--- config.mk ---
export PLATFORM = sky130hd
export DESIGN_NAME = ant_maze_env
export DESIGN_NICKNAME = d
export VERILOG_FILES = /design/src/rtl/ant_maze_env_pkg.sv /design/src/rtl/ant_maze_map.sv /design/src/rtl/ant_maze_env.sv
export SDC_FILE = /design/constraint.sdc
export NUM_CORES = 1
export LEC_CHECK = 0
export CORE_UTILIZATION = 60
export DETAILED_ROUTE_END_ITERATION = 7
export PLACE_DENSITY = 0.76
export SYNTH_ARGS = -nofsm -noshare
export SYNTH_HDL_FRONTEND = slang
export SYNTH_SLANG_ARGS = --single-unit
--- constraint.sdc ---
create_clock -name clk -period 9.3 [get_ports clk]
set_input_delay 0.93 -clock clk [delete_from_list [all_inputs] [get_ports clk]]
set_output_delay 0.93 -clock clk [all_outputs]
set_load 0.01 [all_outputs]
--- src/rtl/ant_maze_env_pkg.sv ---
// Shared encodings for the ant maze environment: move commands, headings, pheromone width, FSM states.
package ant_maze_env_pkg;

  localparam logic [1:0] MV_HALT    = 2'd0;
  localparam logic [1:0] MV_RIGHT   = 2'd1;
  localparam logic [1:0] MV_LEFT    = 2'd2;
  localparam logic [1:0] MV_FORWARD = 2'd3;

  localparam logic [1:0] HD_N = 2'd0;
  localparam logic [1:0] HD_E = 2'd1;
  localparam logic [1:0] HD_S = 2'd2;
  localparam logic [1:0] HD_W = 2'd3;

  localparam int PH_WIDTH = 4;

  typedef enum logic [1:0] {
    ST_IDLE,
    ST_RUN,
    ST_ESCAPED,
    ST_TIMEOUT
  } state_t;

endpackage

--- src/rtl/ant_maze_map.sv ---
// Wall map regfile: one write port, async reads of the current cell ORed with the grid boundary,
// returning the wall on the ant's left and the wall straight ahead.
module ant_maze_map
  import ant_maze_env_pkg::*;
#(
  parameter int GRID_W = 8,
  parameter int GRID_H = 8,
  localparam int AW = $clog2(GRID_W * GRID_H),
  localparam int XW = $clog2(GRID_W),
  localparam int YW = $clog2(GRID_H)
) (
  input  logic          clk,
  input  logic          we,
  input  logic [AW-1:0] waddr,
  input  logic [3:0]    wdata,
  input  logic [XW-1:0] pos_x,
  input  logic [YW-1:0] pos_y,
  input  logic [1:0]    heading,
  output logic          wall_left,
  output logic          wall_front
);

  localparam int CELLS = GRID_W * GRID_H;

  // Deliberately no reset: the maze configuration survives rst.
  logic [3:0] map_q [CELLS];

  logic [AW-1:0] rd_idx;
  logic [3:0]    bnd;
  logic [3:0]    walls;
  logic [1:0]    left_head;

  always_ff @(posedge clk) begin
    if (we) map_q[waddr] <= wdata;
  end

  assign rd_idx = AW'(int'(pos_y) * GRID_W + int'(pos_x));

  // Bit order {N,E,S,W}, so heading h lives at bit 3-h.
  assign bnd = {pos_y == '0, int'(pos_x) == GRID_W - 1, int'(pos_y) == GRID_H - 1, pos_x == '0};
  assign walls = map_q[rd_idx] | bnd;

  assign left_head  = heading - 2'd1;
  assign wall_front = walls[2'd3 - heading];
  assign wall_left  = walls[2'd3 - left_head];

endmodule

--- src/rtl/ant_maze_env.sv ---
// Closed-loop maze world for the ant controller: position/heading FSM, step counter, pheromone
// memory; feelers are combinational from registered state so the controller can react same cycle.
module ant_maze_env
  import ant_maze_env_pkg::*;
#(
  parameter int GRID_W     = 8,
  parameter int GRID_H     = 8,
  parameter int START_X    = 0,
  parameter int START_Y    = 0,
  parameter int START_HEAD = 1,
  parameter int EXIT_X     = 7,
  parameter int EXIT_Y     = 7,
  parameter int MAX_STEPS  = 1023,
  localparam int AW = $clog2(GRID_W * GRID_H),
  localparam int XW = $clog2(GRID_W),
  localparam int YW = $clog2(GRID_H),
  localparam int SW = $clog2(MAX_STEPS + 1)
) (
  input  logic                clk,
  input  logic                rst,
  input  logic                start,
  input  logic                cfg_we,
  input  logic [AW-1:0]       cfg_addr,
  input  logic [3:0]          cfg_wall,
  input  logic [1:0]          move,
  output logic                ant_l,
  output logic                ant_r,
  output logic                hit,
  output logic                escape,
  output logic                timeout,
  output logic [XW-1:0]       pos_x,
  output logic [YW-1:0]       pos_y,
  output logic [1:0]          heading,
  output logic [SW-1:0]       step_cnt,
  input  logic [PH_WIDTH-1:0] ph_drop,
  output logic [PH_WIDTH-1:0] ph_detected
);

  localparam int CELLS = GRID_W * GRID_H;

  state_t              state_q, state_d;
  logic [XW-1:0]       x_q, x_d, ahead_x;
  logic [YW-1:0]       y_q, y_d, ahead_y;
  logic [1:0]          head_q, head_d;
  logic                hit_q, hit_d, esc_q, esc_d, to_q, to_d;
  logic [SW-1:0]       step_q, step_d;
  logic [PH_WIDTH-1:0] ph_q [CELLS];
  logic [PH_WIDTH-1:0] ph_d [CELLS];
  logic                ahead_ok, wall_left, wall_front, map_we;
  logic [AW-1:0]       cur_idx, ahead_idx;

  assign map_we = (state_q == ST_IDLE) && cfg_we && (int'(cfg_addr) < CELLS);

  ant_maze_map #(.GRID_W(GRID_W), .GRID_H(GRID_H)) u_map (
    .clk        (clk),
    .we         (map_we),
    .waddr      (cfg_addr),
    .wdata      (cfg_wall),
    .pos_x      (x_q),
    .pos_y      (y_q),
    .heading    (head_q),
    .wall_left  (wall_left),
    .wall_front (wall_front)
  );

  always_comb begin
    ahead_ok = 1'b1;
    ahead_x  = x_q;
    ahead_y  = y_q;
    case (head_q)
      HD_N:    if (y_q == '0) ahead_ok = 1'b0; else ahead_y = y_q - YW'(1);
      HD_E:    if (int'(x_q) == GRID_W - 1) ahead_ok = 1'b0; else ahead_x = x_q + XW'(1);
      HD_S:    if (int'(y_q) == GRID_H - 1) ahead_ok = 1'b0; else ahead_y = y_q + YW'(1);
      default: if (x_q == '0) ahead_ok = 1'b0; else ahead_x = x_q - XW'(1);
    endcase
  end

  assign cur_idx     = AW'(int'(y_q) * GRID_W + int'(x_q));
  assign ahead_idx   = AW'(int'(ahead_y) * GRID_W + int'(ahead_x));
  assign ph_detected = ahead_ok ? ph_q[ahead_idx] : '0;

  always_comb begin
    state_d = state_q;
    x_d     = x_q;
    y_d     = y_q;
    head_d  = head_q;
    hit_d   = 1'b0;
    esc_d   = esc_q;
    to_d    = to_q;
    step_d  = step_q;
    ph_d    = ph_q;
    case (state_q)
      ST_IDLE: begin
        if (start) begin
          state_d = ST_RUN;
          if (int'(x_q) == EXIT_X && int'(y_q) == EXIT_Y) begin
            esc_d   = 1'b1;
            state_d = ST_ESCAPED;
          end
        end
      end
      ST_RUN: begin
        // Deposit lands in the cell occupied before this cycle's move.
        if (ph_drop != '0) ph_d[cur_idx] = ph_drop;
        case (move)
          MV_RIGHT:   head_d = head_q + 2'd1;
          MV_LEFT:    head_d = head_q - 2'd1;
          MV_FORWARD: begin
            if (wall_front) begin
              hit_d = 1'b1;
            end else begin
              x_d = ahead_x;
              y_d = ahead_y;
            end
          end
          default: ;
        endcase
        if (int'(step_q) < MAX_STEPS) step_d = step_q + SW'(1);
        // Reaching the exit takes priority over running out of steps.
        if (int'(x_d) == EXIT_X && int'(y_d) == EXIT_Y) begin
          esc_d   = 1'b1;
          state_d = ST_ESCAPED;
        end else if (int'(step_d) == MAX_STEPS) begin
          to_d    = 1'b1;
          state_d = ST_TIMEOUT;
        end
      end
      default: ;
    endcase
  end

  always_ff @(posedge clk or posedge rst) begin
    if (rst) begin
      state_q <= ST_IDLE;
      x_q     <= XW'(START_X);
      y_q     <= YW'(START_Y);
      head_q  <= 2'(START_HEAD);
      hit_q   <= 1'b0;
      esc_q   <= 1'b0;
      to_q    <= 1'b0;
      step_q  <= '0;
      ph_q    <= '{default: '0};
    end else begin
      state_q <= state_d;
      x_q     <= x_d;
      y_q     <= y_d;
      head_q  <= head_d;
      hit_q   <= hit_d;
      esc_q   <= esc_d;
      to_q    <= to_d;
      step_q  <= step_d;
      ph_q    <= ph_d;
    end
  end

  assign ant_l    = wall_left;
  assign ant_r    = wall_front;
  assign hit      = hit_q;
  assign escape   = esc_q;
  assign timeout  = to_q;
  assign pos_x    = x_q;
  assign pos_y    = y_q;
  assign heading  = head_q;
  assign step_cnt = step_q;

endmodule

==> out/results.ini <==
[placed_design]
io_buffer_count=46
dp_hpwl_um=38600
dpl_worst_slack_ns=3.24
place.gp.congestion=0.873

[drt]
wl_met3_um=5210
top_layer=met4
drt-pass1-iter-count=7
wl_um=61700
ant_nets=0
via_per_inst=6.51
drt_iter0_drc=1788
avgRoutedWirePerCell_um=24.4
wl_met2_um=29600
wl_met1_um=24200
drc_errors=0
vias=16458

[timing]
min_period_ns=6.73
finalHoldViolCount=0
min_period_over_period_pct=72.4
finClkSkew_ns=0.0232
worstMarginPinSlew_ns=1.24
setup_slack_ns=2.57
finalSetupViolCount=0
rsz0062_at_grt=no
slew_viol_final=0
tns_ns=0
fmax_ghz=0.149
relSlewSlack_pct=17.2

[cts]
post_cts_buffers=0
clk_latency_ns=0.61
ctsRootBufferMaster=clkbuf_16
cts_tree=yes
cts_max_path_buffers=3
numClockSinks=535
post_cts_resized=0
htree_levels=2
path_clk_slew_ns=0.06
cts_hold_buf=0
cts_buffers=54

[grt]
grt_overflow=0
grt_max_degree=135
grt_pass1_vias=16527
grt_pass1_wl_um=94800
grt.total_usage_pct=30.0
antenna_found_initial=0

[critical_path]
crit_chain=inv_1 > ha_1 > nand2b_1 > a21oi_1 > a32oi_4 > buf_4 > nand2_1 > and3_1 > a311o_1 > a21boi_0 > a21oi_1 > nand3_1 > clkdlybuf4s50_1
end_kind=primary output
cpLargestDelayFamily=buffers and inverters
critPathLaunchType=flop
max_stage_delay_ns=0.84
crit_fanout=54
path_buf_inv=3
slowest_stage=a32oi_4
critPathKind=reg2out
worstPathRequired_ns=8.37
crit_top_cell=a21oi_1
critPathLaunch=pos_x[0]
regToRegStartpoint=pos_x[2]
arrival_ns=5.80

[floorplan]
initial_core_util_pct=61.4
die-area_mm2=0.0418
ioPinCount=47
rows=73
coreArea_mm2=0.0401
die_h_um=205
die_w_um=205

[yosys]
ys.warnings.count=0
muxShareOfSynthArea_pct=17.5
synthCells=1963
synth_top_family_by_area=multiplexers
synthXorXnorAreaFrac_pct=0.285
synth.distinct_cells=85
synth_area_mm2=0.0246
synthAdderAreaFrac_pct=0.661
synth_ff_type=dfrtp_1
ys_seq_elements=535
postSynthAreaPerCell_um2=12.5
synth_compound_area_share_pct=6.47
yosysSeqAreaShare_pct=59.6
synth-edff-count=256
synthArstFlopShare_pct=52.1
synth_nets=1996
synthSimpleGateAreaFrac_pct=12.4

[cells_and_area]
final_util_pct=67.1
multi_input_area_mm2=0.00924
regArea_mm2=0.0147
drive_gt1_share_pct=21.5
final.fill_count=2860
area_growth_pct=9.40
nets=1998
antenna_cells=0

[flow_run]
drv_cap=0

[power_and_ir_drop]
p_per_area_mw_per_mm2=344
p_leak_uw=0.0106
ir_drop_mv=0.319

[outcome]
status=completed

[min_path]
min_path_type=reg2reg
worstHoldStart=timeout

-- sequential cells by signal, summed over array words and instances (netlist names) --
signal	cells
u_map.map_q	256
timeout	1
state_q	2
heading	2
pos_x	3
ph_q	256
escape	1
step_cnt	10
pos_y	3
hit	1
-- kinds of logic (layout without fill, tap and decap cells) --
family                   count (synthesis)  count (layout)
adder cells (fa/ha/maj)                 13              13
buffers and inverters                  145             185
AO/OA/AOI/OAI                          224             224
XOR/XNOR                                 8               8
AND/OR/NAND/NOR                        679             679
flip-flops                             535             535
multiplexers                           359             359
-- final timing paths --
path,slack [ns],to,cells past startpoint
max,2.57,ph_detected[2],13
max in group asynchronous,6.81,pos_x[2],3
min reg2reg,0.48,timeout,1
min,0.48,timeout,1
max reg2reg,4.89,pos_y[2],11
min in group asynchronous,0.88,ph_q[19],2
-- metal layers --
layer  track usage, %  vias to the layer above
li1                 -                     7193
met1             39.7                     8311
met2             48.2                      787
met3             5.73                      167
met4             14.0                        0
met5                0                        -
-- report_power, final --
part	switching (uW)	internal (uW)	total (uW)
logic	2420	1490	3910
clock network	880	1180	2060
registers	357	2940	3300
total	3660	5610	9260
-- layout make-up --
cell class,instances,share of cell area (%)
clock buffers,81,5.97
well taps,525,2.44
multi-input cells,1283,34.3
clock inverters,13,0.209
inverters,22,0.335
repair buffers,69,2.20
flip-flops and latches,535,54.5
-- cells in the mapped netlist (25+ instances only) --
master,count,area (um2)
a21oi_1,54,270
nand2_1,334,1250
clkbuf_1,54,203
edfxtp_1,256,7690
nand3_1,93,465
mux4_2,25,563
mux2i_1,52,521
buf_2,38,190
o21ai_0,28,140
dfrtp_1,278,6960
nor2_1,128,480
mux2_2,274,3090
-- metrics by stage --
step	instances	cell area [um2]	power (uW)	hold slack, ns
after global placement	2434	25300	7080	0.465
after global routing	2528	26900	9710	0.492
after floorplan	1963	24600	6010	0.474
after CTS	2528	26900	9220	0.485
after detailed placement	2434	25300	7170	0.473
final	2528	26900	9260	0.481
-- worst register-to-register path, stage by stage, from the launching register on --
cell       delay (ns)
dfrtp_4          0.64
buf_4            0.72
nor2b_1          0.40
buf_4            0.28
a31oi_1          0.23
a41oi_1          0.19
a2111oi_0        0.52
nand4bb_1        0.34
mux2i_4          0.26
o21ai_2          0.17
nor2_8           0.22
mux2_4           0.32
-- cells in the final DEF, fill, tap and decap left out, types with 7 or more instances in the layout --
cell | netlist | layout
a21oi_1 | 54 | 54
a221oi_1 | 9 | 9
a22oi_1 | 15 | 15
a311oi_1 | 11 | 11
a32oi_1 | 12 | 12
and3_1 | 16 | 15
buf_2 | 38 | 8
buf_4 | 6 | 23
clkbuf_1 | 54 | 15
clkbuf_16 | 0 | 57
clkbuf_8 | 0 | 9
clkdlybuf4s50_1 | 0 | 38
clkinv_1 | 0 | 7
dfrtp_1 | 278 | 275
edfxtp_1 | 256 | 256
ha_1 | 13 | 13
inv_1 | 20 | 19
mux2_2 | 274 | 274
mux2i_1 | 52 | 52
mux4_2 | 25 | 25
nand2_1 | 334 | 334
nand2b_1 | 9 | 9
nand3_1 | 93 | 92
nand3b_1 | 15 | 15
nand4_1 | 21 | 21
nor2_1 | 128 | 128
nor2b_1 | 10 | 10
nor3_1 | 13 | 13
o211ai_1 | 10 | 10
o21ai_0 | 28 | 28
o22ai_1 | 12 | 12
or3_1 | 8 | 8
No activity file was read; power rests on OpenSTA's default activity.
==> RTL change, RTL diff (same settings) <==
The parameter `MAX_STEPS` goes from 1023 to 4092.
--- a/src/rtl/ant_maze_env.sv
+++ b/src/rtl/ant_maze_env.sv
@@ -11,5 +11,5 @@
   parameter int EXIT_X     = 7,
   parameter int EXIT_Y     = 7,
-  parameter int MAX_STEPS  = 1023,
+  parameter int MAX_STEPS  = 4092,
   localparam int AW = $clog2(GRID_W * GRID_H),
   localparam int XW = $clog2(GRID_W),
Interface: changed (resized step_cnt); port bits go from 47 to 49. No check against the original RTL was run, so the function may have changed too.
==> RTL change against the original RTL <==
Power is 0.68% lower. Core utilization is 0.27 points higher. Synthesized area down 0.40%. Worst setup slack improved by 0.087 ns. Global-route usage grew 1.2 points. Sequential cell count up 2. Largest cell class unchanged. Design area is 0.17% higher. First-iteration DRC count increased by 15%. Combinational power down 5.4%. Routed wire length up 2.5%.
==> RTL change: results (changes against the original RTL) <==
syn_area_per_cell_um2: 12.7  # +1.0%
wl_met1_um: 26100  # +7.9%
place_ws_ns: 3.38  # +0.133 ns
grt_max_degree: 161  # +19%
use_met2_pct: 46.7  # -1.5 points
powerComb_mw: 3.70  # -5.4%
dp_cells: 2401  # -1.4%
crit_arrival_ns: 5.71  # -0.09 ns
instances_no_fill: 2502  # -1.0%
vias: 16600  # +0.85%
ys_seq_area_share_pct: 60.1  # +0.44 points
wl_met3_um: 6010  # +15%
postCtsSetupBuffers: 0  # unchanged
r2r-start: "pos_x[0]"
numPortBuffers: 48  # +4.3%
hold-worst-slack_ns: 0.472  # -0.00895 ns
r2r_cells: 10  # -1
vdd_drop_max_uv: 291  # -8.9%
dr_wl_met2_um: 28700  # -3.0%
gp_congestion: 0.874  # +0.10%
synthArstFlopShare_pct: 52.3  # +0.18 points
grt_use_met3_pct: 6.35  # +0.62 points
final_nets: 1965  # -1.7%
grt_first_pass_wirelength_um: 98100  # +3.5%
rrSetupSlack_ns: 4.69  # -0.20 ns
r2r_end: "escape"
clock_skew_ns: 0.0331  # +0.00994 ns
tightest_slew_ns: 1.22  # -0.0145 ns
grt_pass1_vias: 16400  # -0.69%
worstPathMaxFanout: 70  # +30%
dpl_cell_area_um2: 25200  # -0.33%
run_status: "finished, final reports clean"
grt_util_met1_pct: 44.9  # +5.2 points
synth_common_cells: "nand2_1 (297), dfrtp_1 (280), mux2_2 (278), edfxtp_1 (256), nor2_1 (125)"
drt_iter0_drc: 2057  # +15%
max_stage_delay_ns: 0.88  # +0.04 ns
p_int_mw: 5.62  # +0.32%
cpMaxStageDelayCell: "dfrtp_4"
p_leak_nw: 10.5  # -1.3%
synthTopCellsByArea: "edfxtp_1 (31%), dfrtp_1 (29%), mux2_2 (13%)"
dp_hpwl_um: 38500  # -0.16%
==> RTL change: cell count changes after synthesis, sizes merged, moves of 12 or more <==
cell    before  now
a211oi       1   13
a31oi        5   24
nand2      334  298
nand3       93   75
nand4       21    7
==> RTL change: cells by family after synthesis <==
logic type / count (synthesis) / share of synthesized area [%]
fa+ha+maj: 13 / 0.664
simple gates: 610 / 11.0
mux: 351 / 17.2
buf+inv: 145 / 2.94
flops: 537 / 60.1
compound gates: 268 / 7.72
xor+xnor: 11 / 0.393
==> RTL change: layout make-up <==
cell class	instances	area (um2)	share of cell area, %
clock buffers	76	1550	5.74
clock inverters	25	245	0.909
multi-input cells	1253	9110	33.8
inverters	19	78.8	0.292
flip-flops and latches	537	14700	54.6
well taps	525	657	2.44
repair buffers	67	596	2.21
==> RTL change: critical path, delay by kind of cell (launching register included) <==
family	cells	cell delay, ns
buf+inv	3	1.50
simple gates	4	0.60
fa+ha+maj	1	0.31
flops	1	0.88
compound gates	5	1.73
